### config.mk
export PLATFORM = sky130hd
export DESIGN_NAME = wb_arbiter_flat
export DESIGN_NICKNAME = d
export VERILOG_FILES = /design/src/rtl/wb_arbiter_if.sv /design/src/rtl/wb_arbiter.sv /design/src/flat_wrapper.sv
export SDC_FILE = /design/constraint.sdc
export NUM_CORES = 1
export LEC_CHECK = 0
export CAP_MARGIN = 25
export CORE_MARGIN = 2
export CORE_UTILIZATION = 44
export CTS_CLUSTER_DIAMETER = 80
export DETAILED_ROUTE_END_ITERATION = 12
export PLACE_DENSITY = 0.9
export SLEW_MARGIN = 20
export SYNTH_ARGS = -nofsm -noshare
export SYNTH_HDL_FRONTEND = slang
export SYNTH_SLANG_ARGS = --single-unit
### constraint.sdc
create_clock -name clock -period 2.9 [get_ports clock]
set_input_delay 0.58 -clock clock [delete_from_list [all_inputs] [get_ports clock]]
set_output_delay 0.58 -clock clock [all_outputs]
set_load 0.01 [all_outputs]
### src/rtl/wb_arbiter_if.sv
// Bus bundle between decode, the ALU/MEM result paths, the register file write port and fetch.
// The arbiter uses the slave modport; the surrounding pipeline (or a bench) uses master.
interface wb_arbiter_if #(
  parameter int DATA_W = 32
);
  logic              issue_valid;
  logic [3:0]        issue_src0;
  logic [3:0]        issue_src1;
  logic [3:0]        issue_dst;
  logic              issue_wr_reg;
  logic              issue_rd_flags;
  logic              issue_wr_flags;
  logic              issue_stall;

  logic              alu_valid;
  logic [3:0]        alu_dst;
  logic              alu_wr_reg;
  logic [DATA_W-1:0] alu_data;
  logic              alu_set_flags;
  logic [3:0]        alu_flags;
  logic              alu_ready;

  logic              mem_valid;
  logic [3:0]        mem_dst;
  logic [DATA_W-1:0] mem_data;
  logic              mem_ready;

  logic [3:0]        cur_flags;
  logic              rf_not_enable;
  logic [3:0]        rf_sel_in;
  logic [DATA_W-1:0] rf_in_reg;
  logic [3:0]        rf_in_flags;
  logic              pc_wr_valid;
  logic [DATA_W-1:0] pc_wr_data;

  modport slave (
    input  issue_valid, issue_src0, issue_src1, issue_dst,
    input  issue_wr_reg, issue_rd_flags, issue_wr_flags,
    output issue_stall,
    input  alu_valid, alu_dst, alu_wr_reg, alu_data, alu_set_flags, alu_flags,
    output alu_ready,
    input  mem_valid, mem_dst, mem_data,
    output mem_ready,
    input  cur_flags,
    output rf_not_enable, rf_sel_in, rf_in_reg, rf_in_flags,
    output pc_wr_valid, pc_wr_data
  );

  modport master (
    output issue_valid, issue_src0, issue_src1, issue_dst,
    output issue_wr_reg, issue_rd_flags, issue_wr_flags,
    input  issue_stall,
    output alu_valid, alu_dst, alu_wr_reg, alu_data, alu_set_flags, alu_flags,
    input  alu_ready,
    output mem_valid, mem_dst, mem_data,
    input  mem_ready,
    output cur_flags,
    input  rf_not_enable, rf_sel_in, rf_in_reg, rf_in_flags,
    input  pc_wr_valid, pc_wr_data
  );
endinterface

### src/rtl/wb_arbiter.sv
// Writeback arbiter: shares the register file write port between ALU and MEM results,
// keeps a busy scoreboard for RAW/WAW issue stalls and diverts r15 results to fetch.
module wb_arbiter #(
  parameter int RR_ENABLE = 1,
  parameter int DATA_W    = 32
) (
  input logic           clock,
  input logic           not_reset,
  wb_arbiter_if.slave   bus
);

  typedef enum logic {PTR_ALU, PTR_MEM} ptr_e;

  ptr_e              ptr_q, ptr_d;
  logic              alu_grant, mem_grant;

  logic              commit_q, commit_d;
  logic [3:0]        sel_q, sel_d;
  logic [DATA_W-1:0] data_q, data_d;
  logic [3:0]        flags_q, flags_d;
  logic              pc_valid_q, pc_valid_d;
  logic [DATA_W-1:0] pc_data_q, pc_data_d;
  logic              clr_reg_q, clr_reg_d;
  logic              clr_flags_q, clr_flags_d;
  logic [3:0]        clr_idx_q, clr_idx_d;

  logic [14:0]       busy_q, busy_d;
  logic              flags_busy_q, flags_busy_d;
  logic [15:0]       busy_vec;
  logic [15:0]       busy_next;
  logic              issue_stall;
  logic              issue_accept;

  always_ff @(posedge clock or negedge not_reset) begin
    if (!not_reset) begin
      ptr_q        <= PTR_ALU;
      commit_q     <= 1'b0;
      sel_q        <= '0;
      data_q       <= '0;
      flags_q      <= '0;
      pc_valid_q   <= 1'b0;
      pc_data_q    <= '0;
      clr_reg_q    <= 1'b0;
      clr_flags_q  <= 1'b0;
      clr_idx_q    <= '0;
      busy_q       <= '0;
      flags_busy_q <= 1'b0;
    end else begin
      ptr_q        <= ptr_d;
      commit_q     <= commit_d;
      sel_q        <= sel_d;
      data_q       <= data_d;
      flags_q      <= flags_d;
      pc_valid_q   <= pc_valid_d;
      pc_data_q    <= pc_data_d;
      clr_reg_q    <= clr_reg_d;
      clr_flags_q  <= clr_flags_d;
      clr_idx_q    <= clr_idx_d;
      busy_q       <= busy_d;
      flags_busy_q <= flags_busy_d;
    end
  end

  // Grants are gated by reset so nothing can be handed off while the port is held.
  always_comb begin
    alu_grant = 1'b0;
    mem_grant = 1'b0;
    ptr_d     = ptr_q;
    if (not_reset) begin
      if (bus.alu_valid && bus.mem_valid) begin
        if (RR_ENABLE != 0 && ptr_q == PTR_MEM) begin
          mem_grant = 1'b1;
          ptr_d     = PTR_ALU;
        end else begin
          alu_grant = 1'b1;
          if (RR_ENABLE != 0) ptr_d = PTR_MEM;
        end
      end else begin
        alu_grant = bus.alu_valid;
        mem_grant = bus.mem_valid;
      end
    end
  end

  always_comb begin
    commit_d    = 1'b0;
    sel_d       = sel_q;
    data_d      = data_q;
    flags_d     = flags_q;
    pc_valid_d  = 1'b0;
    pc_data_d   = '0;
    clr_reg_d   = 1'b0;
    clr_flags_d = 1'b0;
    clr_idx_d   = clr_idx_q;
    if (alu_grant) begin
      commit_d    = 1'b1;
      data_d      = bus.alu_data;
      flags_d     = bus.alu_set_flags ? bus.alu_flags : bus.cur_flags;
      sel_d       = (!bus.alu_wr_reg || bus.alu_dst == 4'hF) ? 4'hF : bus.alu_dst;
      pc_valid_d  = bus.alu_wr_reg && bus.alu_dst == 4'hF;
      pc_data_d   = pc_valid_d ? bus.alu_data : '0;
      clr_reg_d   = bus.alu_wr_reg && bus.alu_dst != 4'hF;
      clr_flags_d = bus.alu_set_flags;
      clr_idx_d   = bus.alu_dst;
    end else if (mem_grant) begin
      commit_d    = 1'b1;
      data_d      = bus.mem_data;
      flags_d     = bus.cur_flags;
      sel_d       = bus.mem_dst;
      pc_valid_d  = bus.mem_dst == 4'hF;
      pc_data_d   = pc_valid_d ? bus.mem_data : '0;
      clr_reg_d   = bus.mem_dst != 4'hF;
      clr_idx_d   = bus.mem_dst;
    end
  end

  // Clears from the finishing write cycle are applied before new issues so set wins.
  always_comb begin
    busy_vec     = {1'b0, busy_q};
    issue_stall  = bus.issue_valid & (busy_vec[bus.issue_src0] | busy_vec[bus.issue_src1] |
                   (bus.issue_wr_reg & busy_vec[bus.issue_dst]) |
                   (bus.issue_rd_flags & flags_busy_q));
    issue_accept = bus.issue_valid & ~issue_stall;
    busy_next    = busy_vec;
    flags_busy_d = flags_busy_q;
    if (clr_reg_q) busy_next[clr_idx_q] = 1'b0;
    if (clr_flags_q) flags_busy_d = 1'b0;
    if (issue_accept && bus.issue_wr_reg) busy_next[bus.issue_dst] = 1'b1;
    if (issue_accept && bus.issue_wr_flags) flags_busy_d = 1'b1;
    busy_d = busy_next[14:0];
  end

  assign bus.issue_stall   = issue_stall;
  assign bus.alu_ready     = alu_grant;
  assign bus.mem_ready     = mem_grant;
  assign bus.rf_not_enable = ~commit_q;
  assign bus.rf_sel_in     = sel_q;
  assign bus.rf_in_reg     = data_q;
  assign bus.rf_in_flags   = flags_q;
  assign bus.pc_wr_valid   = pc_valid_q;
  assign bus.pc_wr_data    = pc_data_q;

endmodule
### src/flat_wrapper.sv
// flat-port wrapper written by rule: the top's interface ports become plain ports
module wb_arbiter_flat 
#(
  parameter int RR_ENABLE = 1,
  parameter int DATA_W    = 32
)
  (clock, not_reset, bus_issue_valid, bus_issue_src0, bus_issue_src1, bus_issue_dst, bus_issue_wr_reg, bus_issue_rd_flags, bus_issue_wr_flags, bus_issue_stall, bus_alu_valid, bus_alu_dst, bus_alu_wr_reg, bus_alu_data, bus_alu_set_flags, bus_alu_flags, bus_alu_ready, bus_mem_valid, bus_mem_dst, bus_mem_data, bus_mem_ready, bus_cur_flags, bus_rf_not_enable, bus_rf_sel_in, bus_rf_in_reg, bus_rf_in_flags, bus_pc_wr_valid, bus_pc_wr_data);
  wb_arbiter_if #(.DATA_W(DATA_W)) bus_i ();
  input logic clock;
  input logic not_reset;
  input wire logic [$bits(bus_i.issue_valid)-1:0] bus_issue_valid;
  input wire logic [$bits(bus_i.issue_src0)-1:0] bus_issue_src0;
  input wire logic [$bits(bus_i.issue_src1)-1:0] bus_issue_src1;
  input wire logic [$bits(bus_i.issue_dst)-1:0] bus_issue_dst;
  input wire logic [$bits(bus_i.issue_wr_reg)-1:0] bus_issue_wr_reg;
  input wire logic [$bits(bus_i.issue_rd_flags)-1:0] bus_issue_rd_flags;
  input wire logic [$bits(bus_i.issue_wr_flags)-1:0] bus_issue_wr_flags;
  output wire logic [$bits(bus_i.issue_stall)-1:0] bus_issue_stall;
  input wire logic [$bits(bus_i.alu_valid)-1:0] bus_alu_valid;
  input wire logic [$bits(bus_i.alu_dst)-1:0] bus_alu_dst;
  input wire logic [$bits(bus_i.alu_wr_reg)-1:0] bus_alu_wr_reg;
  input wire logic [$bits(bus_i.alu_data)-1:0] bus_alu_data;
  input wire logic [$bits(bus_i.alu_set_flags)-1:0] bus_alu_set_flags;
  input wire logic [$bits(bus_i.alu_flags)-1:0] bus_alu_flags;
  output wire logic [$bits(bus_i.alu_ready)-1:0] bus_alu_ready;
  input wire logic [$bits(bus_i.mem_valid)-1:0] bus_mem_valid;
  input wire logic [$bits(bus_i.mem_dst)-1:0] bus_mem_dst;
  input wire logic [$bits(bus_i.mem_data)-1:0] bus_mem_data;
  output wire logic [$bits(bus_i.mem_ready)-1:0] bus_mem_ready;
  input wire logic [$bits(bus_i.cur_flags)-1:0] bus_cur_flags;
  output wire logic [$bits(bus_i.rf_not_enable)-1:0] bus_rf_not_enable;
  output wire logic [$bits(bus_i.rf_sel_in)-1:0] bus_rf_sel_in;
  output wire logic [$bits(bus_i.rf_in_reg)-1:0] bus_rf_in_reg;
  output wire logic [$bits(bus_i.rf_in_flags)-1:0] bus_rf_in_flags;
  output wire logic [$bits(bus_i.pc_wr_valid)-1:0] bus_pc_wr_valid;
  output wire logic [$bits(bus_i.pc_wr_data)-1:0] bus_pc_wr_data;
  assign bus_i.issue_valid = bus_issue_valid;
  assign bus_i.issue_src0 = bus_issue_src0;
  assign bus_i.issue_src1 = bus_issue_src1;
  assign bus_i.issue_dst = bus_issue_dst;
  assign bus_i.issue_wr_reg = bus_issue_wr_reg;
  assign bus_i.issue_rd_flags = bus_issue_rd_flags;
  assign bus_i.issue_wr_flags = bus_issue_wr_flags;
  assign bus_issue_stall = bus_i.issue_stall;
  assign bus_i.alu_valid = bus_alu_valid;
  assign bus_i.alu_dst = bus_alu_dst;
  assign bus_i.alu_wr_reg = bus_alu_wr_reg;
  assign bus_i.alu_data = bus_alu_data;
  assign bus_i.alu_set_flags = bus_alu_set_flags;
  assign bus_i.alu_flags = bus_alu_flags;
  assign bus_alu_ready = bus_i.alu_ready;
  assign bus_i.mem_valid = bus_mem_valid;
  assign bus_i.mem_dst = bus_mem_dst;
  assign bus_i.mem_data = bus_mem_data;
  assign bus_mem_ready = bus_i.mem_ready;
  assign bus_i.cur_flags = bus_cur_flags;
  assign bus_rf_not_enable = bus_i.rf_not_enable;
  assign bus_rf_sel_in = bus_i.rf_sel_in;
  assign bus_rf_in_reg = bus_i.rf_in_reg;
  assign bus_rf_in_flags = bus_i.rf_in_flags;
  assign bus_pc_wr_valid = bus_i.pc_wr_valid;
  assign bus_pc_wr_data = bus_i.pc_wr_data;
  wb_arbiter #(.RR_ENABLE(RR_ENABLE), .DATA_W(DATA_W)) u_core (.clock(clock), .not_reset(not_reset), .bus(bus_i));
endmodule
Word-level counts from Yosys, hierarchy flattened
Cells that the tools add are included.
- equal/unequal tests: 4
- mux-type cells: 40
- reductions and logical operators: 12
- magnitude comparators: 6
- bitwise gates (word level): 12
- operators by type and width (kind ; count):
    2-to-1 mux 32 bit ; 6
    2-to-1 mux 15 bit ; 2
    2-to-1 mux 4 bit ; 7
    < comparator 4 x 5 -> 1 bit, second input constant ; 4
    2-to-1 mux 1 bit ; 20
    AND 15 bit ; 1
    inverter 15 bit ; 1
    bitwise OR 15 bit ; 1
    binary-select mux 1 bit (select 4 bit) ; 3
    demux 1 bit (select 4 bit) ; 2
    equality test 4 bit, second input constant ; 2
    >= comparator 4 x 1 -> 1 bit, second input constant ; 2
    inequality test 4 bit, second input constant ; 2
    logical AND 1 bit ; 7
    AND 1 bit ; 4
    nonzero test 2 bit ; 2
    bitwise OR 1 bit ; 3
    inverter 1 bit ; 2
    AND reduction 2 bit ; 1
    logical NOT 1 bit ; 1
    logical OR 1 bit ; 1
- input bits: 102
- register bits: 97
- word-level logic and storage cells: 86
- output and inout bits: 77

Depth between registers and ports, before layout
Gate-level depths: netlist of run 1.
- depth in word-level cells: 10
- gate-level depth with buffers: 7
- depth with buffers taken out: 5

Worst setup path after synthesis of run 1
No wires, ideal clock.
- path type: input -> output
- from: in bus_issue_src1[2]
- to: out bus_issue_stall
- data required time: 2320 ps
- arrival time: 1926 ps
- stages on the path: 6
- buffers on the path: 2
- slack: 394 ps
- path through: clkbuf_1 -> mux4_1 -> o211ai_1 -> nand4_2 -> buf_6 -> o21a_1
- cells in the longest elaborated chain, start to end: 6
- RTL lines (element ; line ; source):
    start: declaration ; flat_wrapper.sv:13 ; input wire logic [$bits(bus_i.issue_src1)-1:0] bus_issue_src1;
    binary-select mux 1 bit (select 4 bit) ; wb_arbiter.sv:120 ; issue_stall = bus.issue_valid & (busy_vec[bus.issue_src0] | busy_vec[bus.issue_src1] |
    2-to-1 mux 1 bit (implied by the code) ; wb_arbiter.sv:120 ;
    bitwise OR 1 bit (2 in a row) ; wb_arbiter.sv:120 ;
    bitwise OR 1 bit ; wb_arbiter.sv:121 ; (bus.issue_wr_reg & busy_vec[bus.issue_dst]) |
    AND 1 bit ; wb_arbiter.sv:120 ;
    end: declaration ; flat_wrapper.sv:18 ; output wire logic [$bits(bus_i.issue_stall)-1:0] bus_issue_stall;
No other way between the ends. The select of a mux whose other input is x is not followed.

Worst setup path after layout of run 1
- from: in bus_issue_src0[0]
- to: out bus_issue_stall
- cells in the longest elaborated chain, start to end: 6
- RTL lines (element ; line ; source):
    start: declaration ; flat_wrapper.sv:12 ; input wire logic [$bits(bus_i.issue_src0)-1:0] bus_issue_src0;
    binary-select mux 1 bit (select 4 bit) ; wb_arbiter.sv:120 ;
    2-to-1 mux 1 bit (implied by the code) ; wb_arbiter.sv:120 ;
    bitwise OR 1 bit (2 in a row) ; wb_arbiter.sv:120 ;
    bitwise OR 1 bit ; wb_arbiter.sv:121 ;
    AND 1 bit ; wb_arbiter.sv:120 ;
No other way between the ends. The select of a mux whose other input is x is not followed.

==> results.md, run 1 <==
- Final-report setup violation count: 0
- Share of layout cells above drive strength 1: 0.117
- Worst hold margin: 0.0877 ns
- Wirelength, routed: 14.9 mm
- Final Slew Violations: 0
- CP bufs+invs: 2
- ANT nets after route: 0
- HP Class: primary input to asynchronous set/reset pin
- Initial DRC Count: 320
- Top cells by area, synth: dfrtp_1 52%, mux2i_1 10%, a32o_1 7.0%
- Peak fanout along the critical path: 2
- Final TNS setup: 0 ns
- Worst path max stage delay: 0.55 ns
- Clk_lat worst skew: 0.36 ns
- Via count: 4265
- Die Wd: 107 um
- CP top delay family: multiplexers
- Clock Pin Slew Worst Setup and Hold Paths: 0.10 ns
- Synth cell types: 41
- Synthesis-stage register bit count: 97
- Final Hold Viols: 0
- Arrival @ worst endpoint: 2.26 ns
- H-tree Lvls: 3
- Max rail drop VDD: 0.000379 V
- Ys async rst share: 1.00
- Syn_nets: 530
- Slew HR: 0.506
- Slowest-stage cell, CP: mux4_2
- CTS tree: built
- FMAX: 352 MHz
- Congestion Overflow GR: 0
- DR vias/cell: 5.62
- Final nets: 720
- Post-synth top flop: dfrtp_1
- Initial antenna violation count: 0
- Sequential area share after synthesis: 0.516
- Post-Layout Cell Count: 759
- Antenna diodes: 0
- First-pass GRT wire length: 23.7 mm
- Worst Setup End Kind: output pin
- Clock net sink count: 97
- Largest net degree at the start of global routing: 85
- Root buffer cell: clkbuf_8
- First-pass DRT Iterations: 5
- IO Pins: 179
- Final min period: 2.84 ns
- Post-synth EDFFs: 0
- Crit path required time: 2.32 ns
- Core Region: 10400 um^2
- Number of global-route vias before repair: 4593
- Yosys top cell by area: dfrtp_1
- Status: finished, final reports clean
- Post-DP HPWL: 10.9 mm
- Drt wl/cell: 19.6 um
- Hold buffers post-CTS: 0
- Total track usage: 0.266
- Drc violations: 0
- Leakage power: 2.93 nW
- Skew final: 0.0118 ns
- Syn Inst Count: 428
- Layout area overhead: 49.7%
- Critical path class: primary input to output pin
- Critical Path Most Common Cell: dlygate4sd2_1
- Yosys warnings: 0
- RePlAce Congestion: 0.971
- Max Root-Sink Buffers: 2
- Cts bufs inserted: 9
- Cell area power density: 574 nW/um^2
- Maxcap violations: 0
- Slew @ Worst Pin: 0.741 ns
- Full die area: 11500 um^2
- Fillers: 752
- Final worst-path cycle share: 0.979
- CP Cell Sequence: dlygate4sd2_1 -> mux4_2 -> o21ai_4 -> o32ai_4 -> nand2b_1 -> o21a_1 -> dlygate4sd2_1
- Synth top area share: 0.516
- PortBufs: 178
- Cell Area, Synth: 4710 um^2
- Initial Utilization: 0.454
- CP startpoint kind: primary input
- Syn avg cell area: 11.0 um^2
- Row count: 37
- Die Ht: 107 um
- Post-Place Cells: 740
-- cell type report --
class                           count  area (um^2)  area share
Sequential cell                    97         2430       0.345
Multi-Input combinational cell    291         2140       0.304
Timing Repair Buffer              209         2030       0.288
Tap cell                          136          170      0.0242
Clock buffer                       11          141      0.0201
Clock inverter                      5          103      0.0146
Inverter                           10         37.5     0.00533
-- synthesized netlist by cell type, drive strengths merged, types with 2 or more instances --
cell type,count
inv,10
nand2,63
a32o,33
dfrtp,97
o32ai,2
o211ai,5
buf,8
o31ai,15
a21oi,3
nand4,3
nor3,2
clkbuf,22
o21ai,65
nor2,8
mux2i,49
nand3b,8
nand3,9
nand2b,6
mux4,6
nor2b,4
-- layer usage --
| layer | share of wire | up-vias | global-route usage |
|---|---|---|---|
| li1 | - | 1964 | - |
| met4 | 0.026 | 0 | 0.0971 |
| met1 | 0.39 | 2089 | 0.318 |
| met5 | 0 | - | 0 |
| met2 | 0.50 | 184 | 0.446 |
| met3 | 0.083 | 28 | 0.0926 |
-- layout by cell type, fill, tap and decap left out, types with 2 or more instances in the layout --
| master | n |
|---|---|
| nor2_1 | 6 |
| bufinv_16 | 3 |
| nand2b_1 | 6 |
| nor2_2 | 2 |
| nand3_1 | 9 |
| o31ai_2 | 8 |
| nand3b_1 | 8 |
| mux4_2 | 6 |
| nand2_1 | 63 |
| clkbuf_8 | 10 |
| dfrtp_1 | 97 |
| o211ai_1 | 4 |
| buf_6 | 2 |
| a21oi_1 | 2 |
| dlygate4sd2_1 | 7 |
| mux2i_1 | 49 |
| nor2b_1 | 3 |
| clkdlybuf4s50_1 | 168 |
| a32o_1 | 33 |
| o21ai_4 | 2 |
| nor3_1 | 2 |
| buf_4 | 29 |
| o21ai_0 | 63 |
| inv_1 | 10 |
| o31ai_1 | 6 |
| nand4_1 | 2 |
-- metrics by stage --
stage / utilization / setup slack [ns] / area [um^2] / total power [mW]
finish: 0.679 / 0.0613 / 7040 / 4.05
detailed placement: 0.653 / -0.429 / 6770 / 2.97
floorplan: - / 0.394 / 4710 / 2.35
global route: 0.679 / -0.00696 / 7040 / 4.24
global placement: 0.653 / -0.407 / 6770 / 2.93
CTS: 0.677 / 0.0192 / 7020 / 4.05
-- logic make-up (layout without fill, tap and decap cells) --
kind of cell / count (synthesis) / after routing / share of synthesized area
AO/OA/AOI/OAI: 129 / 129 / 0.206
XOR/XNOR: 1 / 1 / 0.00186
buffers and inverters: 40 / 235 / 0.0359
flip-flops: 97 / 97 / 0.516
multiplexers: 55 / 55 / 0.135
AND/OR/NAND/NOR: 106 / 106 / 0.105
-- worst paths after layout --
kind	end	slack (ns)	startpoint	depth (start not counted)
setup / recovery	bus_issue_stall	0.06	bus_issue_src0[0]	7
min in group clock	u_core.flags_busy_q	0.45	u_core.clr_flags_q	1
setup reg to reg	u_core.flags_busy_q	0.87	u_core.busy_q[13]	6
hold reg to reg	u_core.flags_busy_q	0.45	u_core.clr_flags_q	1
hold / removal	u_core.bus.pc_wr_data[16]	0.09	not_reset	1
max in group asynchronous	u_core.bus.pc_wr_data[1]	1.79	not_reset	2
-- power by group --
| group | internal (mW) | switching (mW) | leakage [nW] |
|---|---|---|---|
| Clock | 0.596 | 0.466 | 0.120 |
| Sequential | 1.56 | 0.224 | 1.24 |
| Combinational | 0.630 | 0.566 | 1.57 |
-- what timing repair did --
action | CTS | global route
gates resized for setup | 12 | 4
setup endpoints to repair | 1 | 1
buffers inserted | 2 | 1
cloned | 0 | 0
pin swaps | 5 | 2
Power figures use the tool's default switching activity.
==> run 2: changes to the inputs <==
--- a/config.mk
+++ b/config.mk
@@ -6,6 +6,7 @@
 export NUM_CORES = 1
 export LEC_CHECK = 0
 export CAP_MARGIN = 25
+export CORE_ASPECT_RATIO = 1.75
 export CORE_MARGIN = 2
 export CORE_UTILIZATION = 44
 export CTS_CLUSTER_DIAMETER = 80
==> results.md, run 2 (synthesized netlist as in run 1, its figures left out) <==
- Status: finished, final reports clean
- Maxcap violations: 0 (unchanged)
- HP Class: primary input to asynchronous set/reset pin
- Crit path required time: 2.32 ns (about the same)
- Wirelength, routed: 14.3 mm (-4.1%)
- Skew final: 0.00856 ns (-0.00328 ns)
- Max Root-Sink Buffers: 2 (unchanged)
- CP top delay family: multiplexers
- IO Pins: 179 (unchanged)
- Clock Pin Slew Worst Setup and Hold Paths: 0.06 ns (-0.04 ns)
- Slowest-stage cell, CP: mux4_1
- Drt wl/cell: 19.1 um (-2.4%)
- Die Wd: 82.2 um (-23%)
- RePlAce Congestion: 0.944 (-2.7%)
- Post-Layout Cell Count: 746 (-1.7%)
- Arrival @ worst endpoint: 2.27 ns (about the same)
- Final Hold Viols: 0 (unchanged)
- Layout area overhead: 49.9%
- Commonest non-fill, non-tap cell in the layout: clkdlybuf4s50_1
- CP startpoint kind: primary input
- Most frequent cells in the layout: 168 x clkdlybuf4s50_1, 97 x dfrtp_1, 63 x nand2_1, 63 x o21ai_0, 49 x mux2i_1
- CTS tree: built
- CP bufs+invs: 2 (unchanged)
- Final nets: 713 (-0.97%)
- Peak fanout along the critical path: 5 (+3)
- First-pass GRT wire length: 22.7 mm (-4.1%)
- Slew @ Worst Pin: 0.704 ns (-0.0364 ns)
- H-tree Lvls: 3 (unchanged)
- Worst Setup End Kind: output pin
- Clock net sink count: 97 (unchanged)
- Initial antenna violation count: 1 (+1)
- Post-Place Cells: 730 (-1.4%)
- First-pass DRT Iterations: 4 (-1)
- Drc violations: 0 (unchanged)
- Postcts setup bufs: 0 (-2)
- Setup ws final: 0.0507 ns (-0.0106 ns)
- Final Slew Violations: 0 (unchanged)
- Final TNS setup: 0 ns (unchanged)
- Cell area power density: 587 nW/um^2 (+2.1%)
- ANT nets after route: 0 (unchanged)
- Largest net degree at the start of global routing: 80 (-5.9%)
- Core Region: 10600 um^2 (+2.0%)
- Initial Utilization: 0.445 (-0.00870)
- Max rail drop VDD: 0.000366 V (-3.5%)
- Leakage power: 2.93 nW (about the same)
- Share of layout cells above drive strength 1: 0.109 (-0.00823)
- PortBufs: 178 (unchanged)
- FMAX: 351 MHz (-0.37%)
- Congestion Overflow GR: 0 (unchanged)
- Final worst-path cycle share: 0.983 (+0.00364)
- CP Cell Sequence: clkdlybuf4s15_2 -> mux4_1 -> o211ai_1 -> nand4_2 -> o21a_1 -> dlygate4sd2_1
- Worst path max stage delay: 0.58 ns (+0.03 ns)
- DR vias/cell: 5.60 (-0.36%)
- Total track usage: 0.260 (-0.00652)
- Critical path class: primary input to output pin
- Via count: 4177 (-2.1%)
- Final-report setup violation count: 0 (unchanged)
- Final min period: 2.85 ns (+0.0106 ns)
- Die Ht: 141 um (+31%)
- Cts bufs inserted: 9 (unchanged)
- Row count: 50 (+35%)
- Post-DP HPWL: 10.9 mm (+0.21%)
- Root buffer cell: clkbuf_16
- Initial DRC Count: 195 (-39%)
- RSZ-0062 raised after global routing: no
- Slew HR: 0.530 (+0.0243)
- Number of global-route vias before repair: 4590 (-0.065%)
- Clk_lat worst skew: 0.33 ns (-0.03 ns)
- Worst slack, placed: -0.494 ns (-0.0648 ns)
- Full die area: 11600 um^2 (+0.28%)
run 2: area by class of cell:
type | instances | area (um^2)
clock inverter | 5 | 56.3
fill | 811 | 3520
multi-input combinational | 291 | 2150
antenna | 1 | 2.50
sequential | 97 | 2430
clock buffer | 10 | 239
inverter | 10 | 37.5
timing repair buffer | 202 | 1980
tap | 130 | 163
run 2: worst paths after layout:
check / start / to / slack (ns) / cells after the start
setup / recovery: bus_issue_src1[1] / bus_issue_stall / 0.05 / 6
hold reg to reg: u_core.clr_flags_q / u_core.flags_busy_q / 0.45 / 1
hold / removal: not_reset / u_core.clr_flags_q / 0.07 / 1
setup reg to reg: u_core.busy_q[2] / u_core.flags_busy_q / 0.86 / 5
max in group asynchronous: not_reset / u_core.bus.rf_in_reg[8] / 1.41 / 3
min in group clock: u_core.clr_flags_q / u_core.flags_busy_q / 0.45 / 1
run 2: power breakdown:
group	total (mW)	leakage [nW]	switching [mW]	internal (mW)
combinational	1.18	1.55	0.562	0.616
clock	1.18	0.144	0.493	0.686
sequential	1.78	1.24	0.217	1.57
run 2: repair_timing:
action,CTS,global route
endpoints found under the setup margin,1,1
pin swaps,2,0
gates cloned,0,0
resized for setup,13,5
hold buffers,0,0
run 2: stage by stage:
stage | area, um^2 | hold slack [ns] | utilization | power (mW)
finish | 7060 | 0.0710 | 0.667 | 4.14
global route | 7050 | 0.0557 | 0.667 | 4.36
CTS | 7060 | 0.0592 | 0.668 | 4.16
detailed placement | 6760 | 0.414 | 0.640 | 2.98
global placement | 6760 | 0.414 | 0.640 | 2.92
floorplan | 4710 | 0.284 | - | 2.35
run 2: metal layers:
layer,vias up,GRT usage,share of wire
met5,-,0,0
met2,173,0.464,0.53
li1,1955,-,-
met1,1994,0.263,0.35
met4,0,0.130,0.048
met3,55,0.0787,0.078
==> run 3: changes to the inputs <==
--- a/config.mk
+++ b/config.mk
@@ -11,8 +11,8 @@
 export CORE_UTILIZATION = 44
 export CTS_CLUSTER_DIAMETER = 80
 export DETAILED_ROUTE_END_ITERATION = 12
+export GPL_ROUTABILITY_DRIVEN = 1
 export PLACE_DENSITY = 0.9
-export SLEW_MARGIN = 20
 export SYNTH_ARGS = -nofsm -noshare
 export SYNTH_HDL_FRONTEND = slang
 export SYNTH_SLANG_ARGS = --single-unit
==> results of run 3 <==
No change in the layout: final DEF, timing and power equal those of run 2.
